--- src/rtl/clock_display_mux_if.sv ---
// Digit/alarm inputs and display/buzzer outputs of the multiplexed display driver.
// No valid/ready: inputs are level signals sampled on clock; outputs update every clock.
interface clock_display_mux_if;
  logic [7:0] ms_hour;
  logic [7:0] ls_hour;
  logic [7:0] ms_minute;
  logic [7:0] ls_minute;
  logic       alarm_sound;
  logic [6:0] seg;
  logic [3:0] an;
  logic       dp;
  logic       buzzer;

  modport master (
    output ms_hour, ls_hour, ms_minute, ls_minute, alarm_sound,
    input  seg, an, dp, buzzer
  );

  modport slave (
    input  ms_hour, ls_hour, ms_minute, ls_minute, alarm_sound,
    output seg, an, dp, buzzer
  );
endinterface

--- src/rtl/clock_display_mux.sv ---
// Four-digit common-anode seven-segment scan driver with frame snapshot,
// blinking colon, alarm flash and square-wave buzzer.
module clock_display_mux #(
  parameter int SCAN_DIV     = 256,
  parameter int BLINK_FRAMES = 64,
  parameter int TONE_DIV     = 8,
  parameter int LZ_BLANK     = 1
) (
  input logic                 clock,
  input logic                 reset,
  clock_display_mux_if.slave  bus
);
  localparam int SW = $clog2(SCAN_DIV);
  localparam int FW = (BLINK_FRAMES > 1) ? $clog2(BLINK_FRAMES) : 1;
  localparam int TW = (TONE_DIV > 1) ? $clog2(TONE_DIV) : 1;
  localparam logic [SW-1:0] SCAN_LAST  = SW'(SCAN_DIV - 1);
  localparam logic [FW-1:0] FRAME_LAST = FW'(BLINK_FRAMES - 1);
  localparam logic [TW-1:0] TONE_LAST  = TW'(TONE_DIV - 1);

  logic [SW-1:0] scan_cnt;
  logic [1:0]    idx;
  logic [FW-1:0] frame_cnt;
  logic          blink;
  logic [TW-1:0] tone_cnt;
  logic          tone_wrap;
  logic [7:0]    sh_ms_hour, sh_ls_hour, sh_ms_minute, sh_ls_minute;

  logic [7:0] cur_char;
  logic [3:0] cur_an;
  logic [6:0] digit_seg;
  logic       guard;
  logic       flash;
  logic       colon_on;

  function automatic logic [6:0] decode(input logic [7:0] ch);
    case (ch)
      8'h30:   decode = 7'h40;
      8'h31:   decode = 7'h79;
      8'h32:   decode = 7'h24;
      8'h33:   decode = 7'h30;
      8'h34:   decode = 7'h19;
      8'h35:   decode = 7'h12;
      8'h36:   decode = 7'h02;
      8'h37:   decode = 7'h78;
      8'h38:   decode = 7'h00;
      8'h39:   decode = 7'h10;
      8'h20:   decode = 7'h7F;
      default: decode = 7'h3F;
    endcase
  endfunction

  always_comb begin
    cur_char = sh_ms_hour;
    cur_an   = 4'b0111;
    case (idx)
      2'd0: begin cur_char = sh_ms_hour;   cur_an = 4'b0111; end
      2'd1: begin cur_char = sh_ls_hour;   cur_an = 4'b1011; end
      2'd2: begin cur_char = sh_ms_minute; cur_an = 4'b1101; end
      default: begin cur_char = sh_ls_minute; cur_an = 4'b1110; end
    endcase
    digit_seg = decode(cur_char);
    if ((LZ_BLANK != 0) && (idx == 2'd0) && (cur_char == 8'h30))
      digit_seg = 7'h7F;
    // The first cycle of every slot is dark so the previous digit cannot ghost.
    guard    = (scan_cnt == '0);
    flash    = bus.alarm_sound && !blink;
    colon_on = bus.alarm_sound || blink;
  end

  always_ff @(posedge clock or posedge reset) begin
    if (reset) begin
      scan_cnt     <= '0;
      idx          <= 2'd0;
      frame_cnt    <= '0;
      blink        <= 1'b1;
      tone_cnt     <= '0;
      tone_wrap    <= 1'b0;
      sh_ms_hour   <= 8'h20;
      sh_ls_hour   <= 8'h20;
      sh_ms_minute <= 8'h20;
      sh_ls_minute <= 8'h20;
      bus.seg      <= 7'h7F;
      bus.an       <= 4'hF;
      bus.dp       <= 1'b1;
      bus.buzzer   <= 1'b0;
    end else begin
      if (scan_cnt == SCAN_LAST) begin
        scan_cnt <= '0;
        idx      <= idx + 2'd1;
        if (idx == 2'd3) begin
          if (frame_cnt == FRAME_LAST) begin
            frame_cnt <= '0;
            blink     <= !blink;
          end else begin
            frame_cnt <= frame_cnt + 1'b1;
          end
        end
      end else begin
        scan_cnt <= scan_cnt + 1'b1;
      end

      // Snapshot at frame start keeps all four digits of one frame consistent.
      if (guard && (idx == 2'd0)) begin
        sh_ms_hour   <= bus.ms_hour;
        sh_ls_hour   <= bus.ls_hour;
        sh_ms_minute <= bus.ms_minute;
        sh_ls_minute <= bus.ls_minute;
      end

      if (guard) begin
        bus.seg <= 7'h7F;
        bus.an  <= 4'hF;
        bus.dp  <= 1'b1;
      end else begin
        bus.seg <= flash ? 7'h7F : digit_seg;
        bus.an  <= cur_an;
        bus.dp  <= !((idx == 2'd1) && colon_on);
      end

      // tone_wrap delays each toggle one cycle so the first lands TONE_DIV edges after alarm start.
      if (bus.alarm_sound) begin
        if (tone_cnt == TONE_LAST) tone_cnt <= '0;
        else                       tone_cnt <= tone_cnt + 1'b1;
        tone_wrap <= (tone_cnt == TONE_LAST);
        if (tone_wrap) bus.buzzer <= !bus.buzzer;
      end else begin
        tone_cnt   <= '0;
        tone_wrap  <= 1'b0;
        bus.buzzer <= 1'b0;
      end
    end
  end
endmodule

--- src/flat_wrapper.sv ---
// flat-port wrapper written by rule: the top's interface ports become plain ports
module clock_display_mux_flat 
#(
  parameter int SCAN_DIV     = 256,
  parameter int BLINK_FRAMES = 64,
  parameter int TONE_DIV     = 8,
  parameter int LZ_BLANK     = 1
)
  (clock, reset, bus_ms_hour, bus_ls_hour, bus_ms_minute, bus_ls_minute, bus_alarm_sound, bus_seg, bus_an, bus_dp, bus_buzzer);
  clock_display_mux_if bus_i ();
  input logic clock;
  input logic reset;
  input wire logic [$bits(bus_i.ms_hour)-1:0] bus_ms_hour;
  input wire logic [$bits(bus_i.ls_hour)-1:0] bus_ls_hour;
  input wire logic [$bits(bus_i.ms_minute)-1:0] bus_ms_minute;
  input wire logic [$bits(bus_i.ls_minute)-1:0] bus_ls_minute;
  input wire logic [$bits(bus_i.alarm_sound)-1:0] bus_alarm_sound;
  output wire logic [$bits(bus_i.seg)-1:0] bus_seg;
  output wire logic [$bits(bus_i.an)-1:0] bus_an;
  output wire logic [$bits(bus_i.dp)-1:0] bus_dp;
  output wire logic [$bits(bus_i.buzzer)-1:0] bus_buzzer;
  assign bus_i.ms_hour = bus_ms_hour;
  assign bus_i.ls_hour = bus_ls_hour;
  assign bus_i.ms_minute = bus_ms_minute;
  assign bus_i.ls_minute = bus_ls_minute;
  assign bus_i.alarm_sound = bus_alarm_sound;
  assign bus_seg = bus_i.seg;
  assign bus_an = bus_i.an;
  assign bus_dp = bus_i.dp;
  assign bus_buzzer = bus_i.buzzer;
  clock_display_mux #(.SCAN_DIV(SCAN_DIV), .BLINK_FRAMES(BLINK_FRAMES), .TONE_DIV(TONE_DIV), .LZ_BLANK(LZ_BLANK)) u_core (.clock(clock), .reset(reset), .bus(bus_i));
endmodule
--- config.mk ---
export PLATFORM = sky130hd
export DESIGN_NAME = clock_display_mux_flat
export DESIGN_NICKNAME = d
export VERILOG_FILES = /design/src/rtl/clock_display_mux_if.sv /design/src/rtl/clock_display_mux.sv /design/src/flat_wrapper.sv
export SDC_FILE = /design/constraint.sdc
export NUM_CORES = 1
export LEC_CHECK = 0
export ABC_CLOCK_PERIOD_IN_PS = 5530
export CORE_MARGIN = 2
export CORE_UTILIZATION = 35
export DETAILED_ROUTE_END_ITERATION = 8
export PLACE_DENSITY = 0.61
export SYNTH_ARGS = -nofsm -noshare
export SYNTH_HDL_FRONTEND = slang
export SYNTH_SLANG_ARGS = --single-unit
export TNS_END_PERCENT = 50
--- constraint.sdc ---
create_clock -name clock -period 5.53 [get_ports clock]
set_input_delay 0.8295 -clock clock [delete_from_list [all_inputs] [get_ports clock]]
set_output_delay 0.8295 -clock clock [all_outputs]
set_load 0.05 [all_outputs]
# After elaboration in Yosys (flattened, before gate mapping)

Cells that the tools add are included.

Input port bits: 35
Flip-flop bits (word level): 66
Word-level logic and storage cells: 63

Reduce and logical (&&, ||, !) cells: 12
Add/subtract/negate cells: 4
Equality and inequality tests: 18
Multiplexer cells: 15

Operators by type and width:

| cell                                                | number |
|---|---|
| equality test 8 x 6 -> 1 bit, second input constant | 11 |
| one-hot mux 7 bit (11 select lines)                 | 1 |
| one-hot mux 8 bit (3 select lines)                  | 1 |
| two-way mux 7 bit                                   | 3 |
| one-hot mux 4 bit (3 select lines)                  | 1 |
| adder 8 x 1 -> 8 bit, second input constant         | 1 |
| equality test 8 bit, second input constant          | 1 |
| zero test 8 bit                                     | 1 |
| two-way mux 8 bit                                   | 1 |
| adder 6 x 1 -> 6 bit, second input constant         | 1 |
| equality test 6 bit, second input constant          | 1 |
| two-way mux 3 bit                                   | 2 |
| two-way mux 6 bit                                   | 1 |
| equality test 2 bit, second input constant          | 2 |
| logical AND 1 bit                                   | 4 |
| two-way mux 1 bit                                   | 4 |
| two-way mux 4 bit                                   | 1 |
| adder 3 x 1 -> 3 bit, second input constant         | 1 |
| equality test 3 bit, second input constant          | 1 |
| zero test 1 bit                                     | 3 |
| AND reduction 3 bit                                 | 1 |
| adder 2 x 1 -> 2 bit, second input constant         | 1 |
| equality test 2 x 1 -> 1 bit, second input constant | 1 |
| zero test 2 bit                                     | 1 |
| 3 further kinds                                     | 3 |

# Logic depth before layout (Yosys ltp)

Depth in word-level cells: 7
Mapped depth: 9
Depth with buffers taken out: 7

# Worst setup path before layout

OpenSTA, ideal clock, no wires.

Path kind: register -> register
Start: reg u_core.idx[0]
End: reg u_core.bus.seg[3]
Stages on the path, launching flop included: 9
Clock period less this slack: 1.995 ns
Required time: 5.442 ns
Setup slack: 3.535 ns
Data arrival time: 1.908 ns
Path through: dfrtp_1 inv_1 ha_1 buf_6 a222oi_1 mux2i_2 a2111o_1 nand3_2 o211ai_1

Longest elaborated chain between the ends: 7

RTL lines:

| what                                                                     | RTL line                                         | RTL |
|---|---|---|
| start, declared                                                          | clock_display_mux.sv:21                          | `logic [1:0] idx;` |
| start signal, assigned                                                   | clock_display_mux.sv:89                          | `idx <= idx + 2'd1;` |
| equality test 2 bit (tied with other cells)                              | clock_display_mux.sv:55                          | `case (idx)` |
| one-hot mux 8 bit (3 select lines)                                       | clock_display_mux.sv:55                          |  |
| equality test 8 x 6 -> 1 bit (on tied branches)                          | clock_display_mux.sv:36, clock_display_mux.sv:62 |  |
| one-hot mux 7 bit (11 select lines) or logical AND 1 bit (tied branches) | clock_display_mux.sv:36, clock_display_mux.sv:62 |  |
| two-way mux 7 bit (*)                                                    | clock_display_mux.sv:62                          | `if ((LZ_BLANK != 0) && (idx == 2'd0) && (cur_char == 8'h30))` |
| two-way mux 7 bit (*)                                                    | clock_display_mux.sv:115                         | `bus.seg <= flash ? 7'h7F : digit_seg;` |
| two-way mux 7 bit (*)                                                    | clock_display_mux.sv:110                         | `if (guard) begin` |
| end signal, assigned                                                     | clock_display_mux.sv:115                         |  |
| end, declared                                                            | clock_display_mux_if.sv:21                       | `output seg, an, dp, buzzer` |

Every way passes the cells marked *; elsewhere a longest branch is shown, timed or not.
A chain may end at the register's enable or synchronous reset.

# Worst setup path in the final report

Start: reg u_core.idx[1]
End: reg u_core.bus.seg[2]

The elaborated chain is that of the path after synthesis.

==> impl_metrics.ini <==
[critical_path]
reg2reg_depth = 7
max_stage_delay_ns = 0.82
cp_max_fo = 13
r2r_start = u_core.idx[1]
crit_slowest_cell = mux2i_1
crit_path_end_kind = flip-flop
critPathTopFamily = multiplexers
crit_buf_inv = 1
crit_chain = inv_1, ha_1, a222oi_1, mux2i_1, nor3_1, a2bb2oi_2, o211ai_1
worst_ep_required_time_ns = 5.78
path_class = reg -> reg
rr_endpoint = u_core.bus.seg[2]
start_kind = flip-flop
regToRegSetupSlack_ns = 2.92
crit_arrival_ns = 2.87

[timing]
fmaxAchievable_mhz = 383
hold_viol_final = 0
max_slew_margin_pct = 27.4
post-route-min-period_ns = 2.61
setup_violations = 0
skew_ns = 0.0106
setup_tns_ns = 0
max_slew.worst_pin.slew_ns = 1.06
maxSlewViolCount = 0
rsz0062_at_grt = false
finalCritPeriodShare_pct = 47.2
setup_ws_ns = 2.92

[pwr]
seq_power_share_pct = 49.7
power.switching_uw = 225
clockPowerShare_pct = 42.8
combPwrFrac_pct = 7.4
power_switching_share_pct = 22.1
p_leak_nw = 1.60
p_per_area_mw_per_mm2 = 266
p_total_mw = 1.02
ir_drop_v = 0.000109
internal-power_uw = 794

[global_route]
grt_use_total_pct = 12.5
grt_pass1_vias = 2042
grt_max_degree = 67
grt_pass1_wl_um = 9460
antenna_found_initial = 0
overflow = 0

[clock_tree]
clock_sinks = 66
numCtsBuffers = 9
cts_tree = built
clock_path_buffers = 2
root_buffer = clkbuf_8
clk_pin_slew_ns = 0.07
clk_latency_ns = 0.34
post-cts-setup-buffers = 0
ctsResizeCount = 0
hold_buffers = 0
cts-htree-levels = 3

[floorplanning]
rows = 34
initial_utilization_pct = 35.6
dieArea_mm2 = 0.00951
io_pins = 48
fp.coreArea_mm2 = 0.00859
dieHeight_um = 97.5
dieWidth_um = 97.5

[place]
dp_cells = 391
place_congestion = 0.749
port_buffers = 47
hpwl_um = 3990
dpl_worst_slack_ns = 2.94

[cells_and_area]
fillCellCount = 819
n_antenna_cell = 0
stdcell_count = 407
nets = 339
drive_gt1_share_pct = 26.1
syn_to_final_growth_pct = 25.2

[routing]
wl_um = 5570
drt_iter0_drc = 65
vias = 1996
drc = 0
ant_nets = 0
avgRoutedWirePerCell_um = 13.7
drtPass1Iterations = 4
avgViaCountPerCell = 4.90

[synthesis]
postSynthCellCount = 242
netlist_area_mm2 = 0.00306
synth_warnings = 0
synth-edff-count = 0
synth.distinct_cells = 42
synth_top_flop_cell = dfrtp_1
ys_ff_latch = 66
yosysSeqAreaShare_pct = 54.7
syn_avg_cell_area_um2 = 12.6
synth_nets = 287
ys_async_sr_fraction_pct = 100

[hold_path]
holdPathStages = 1
min_from = u_core.tone_cnt[0]
worstHoldEndpoint = u_core.tone_cnt[0]
hp-class = reg -> reg

[run]
drv_cap = 0

[status]
status = completed
[worst max path at each step]
| stage | start | end | slack (ns) | depth (start not counted) |
|---|---|---|---|---|
| 2_1_floorplan | reset | u_core.bus.buzzer | 3.07 | 1 |
| 3_3_place_gp | u_core.idx[0] | u_core.bus.seg[0] | 3.05 | 7 |
| 3_5_place_dp | u_core.idx[0] | u_core.bus.seg[2] | 2.94 | 7 |
| 4_1_cts | u_core.idx[0] | u_core.bus.seg[2] | 2.92 | 7 |
| 5_1_grt | u_core.idx[0] | u_core.bus.seg[1] | 2.74 | 7 |
| 6_report | u_core.idx[1] | u_core.bus.seg[2] | 2.92 | 7 |
[sequential cells by signal, indices dropped and copies added, names as in the netlist]
register / flops
u_core.sh_ms_hour: 8
u_core.sh_ms_minute: 8
u_core.idx: 2
u_core.bus.dp: 1
u_core.tone_wrap: 1
u_core.tone_cnt: 3
u_core.bus.seg: 7
u_core.frame_cnt: 6
u_core.sh_ls_minute: 8
u_core.bus.buzzer: 1
u_core.sh_ls_hour: 8
u_core.scan_cnt: 8
u_core.blink: 1
u_core.bus.an: 4
[logic make-up (layout without fill, tap and decap cells)]
group	Yosys count	after routing	synth area share [%]
flip-flops	66	66	54.7
AND/OR/NAND/NOR	61	61	11.4
multiplexers	39	39	14.4
AO/OA/AOI/OAI	35	35	8.59
buffers and inverters	20	77	3.64
XOR/XNOR	11	11	3.15
adder cells (fa/ha/maj)	10	10	4.09
[final cells by class]
cell class	count	area [µm²]	area share, %
sequential	66	1670	43.6
multi-input combinational	156	1280	33.3
timing repair buffer	49	485	12.7
tap	108	135	3.53
clock buffer	9	124	3.23
clock inverter	7	93.8	2.45
inverter	12	45.0	1.18
[cell usage in the layout (no fill, tap or decap), types with 2 or more instances in the layout]
cell             count
nor2b_1              3
nand2_1             16
xor2_1               4
clkbuf_8             9
nor2_1               9
o21ai_0             10
clkdlybuf4s50_1     47
a31oi_1              2
clkinvlp_4           2
ha_1                10
o211ai_1             6
xnor2_1              7
nor4_4               2
o31ai_1              3
mux2i_2              2
bufinv_16            2
and2_1               6
mux2_2              35
dfrtp_1             49
dfstp_2             17
nor3b_1              2
inv_1               11
nand2b_1             3
clkinv_2             2
nand3_1              7
a222oi_1             6
nor3_1               3
nand4_1              3
and3_1               2
buf_4                2
mux2i_1              2
[power groups by stage]
stage | Combinational [mW] | Sequential, mW | Clock, mW
6_report | 0.0757 | 0.507 | 0.437
5_1_grt | 0.0836 | 0.509 | 0.474
4_1_cts | 0.0773 | 0.507 | 0.453
3_5_place_dp | 0.0771 | 0.516 | 0
3_3_place_gp | 0.0766 | 0.516 | 0
2_1_floorplan | 0.0392 | 0.517 | 0
[synth_stat cells, types with 3 or more instances]
library cell | instances | area share, %
xnor2_1 | 7 | 2.0
dfstp_2 | 17 | 15
inv_1 | 12 | 1.5
nor3_1 | 3 | 0.49
buf_6 | 3 | 1.1
nand2b_1 | 3 | 0.61
xor2_1 | 4 | 1.1
o21ai_0 | 10 | 1.6
nand3_1 | 7 | 1.1
clkbuf_1 | 3 | 0.37
and2_1 | 6 | 1.2
ha_1 | 10 | 4.1
a222oi_1 | 6 | 2.0
nor2_1 | 9 | 1.1
o31ai_1 | 3 | 0.74
o211ai_1 | 6 | 1.5
nor2b_1 | 3 | 0.61
dfrtp_1 | 49 | 40
nand2_1 | 16 | 2.0
nand4_1 | 3 | 0.61
mux2_2 | 35 | 13
[metrics by stage]
step	hold slack, ns	cell area (µm²)	utilization, %
final	0.447	3830	44.6
after global routing	0.473	3830	44.6
after CTS	0.451	3830	44.6
after detailed placement	0.442	3610	42.1
after global placement	0.425	3610	42.1
after floorplan	0.414	3060	-
[routing by layer]
| layer | vias up | part of all wire [%] | track usage, % | routed length [µm] |
|---|---|---|---|---|
| li1 | 971 | - | - | - |
| met2 | 45 | 48 | 19.5 | 2680 |
| met4 | 0 | 1.1 | 5.77 | 61 |
| met5 | - | 0 | 0 | 0 |
| met1 | 975 | 46 | 15.9 | 2560 |
| met3 | 5 | 4.8 | 3.81 | 269 |
Power figures use the tool's default switching activity.
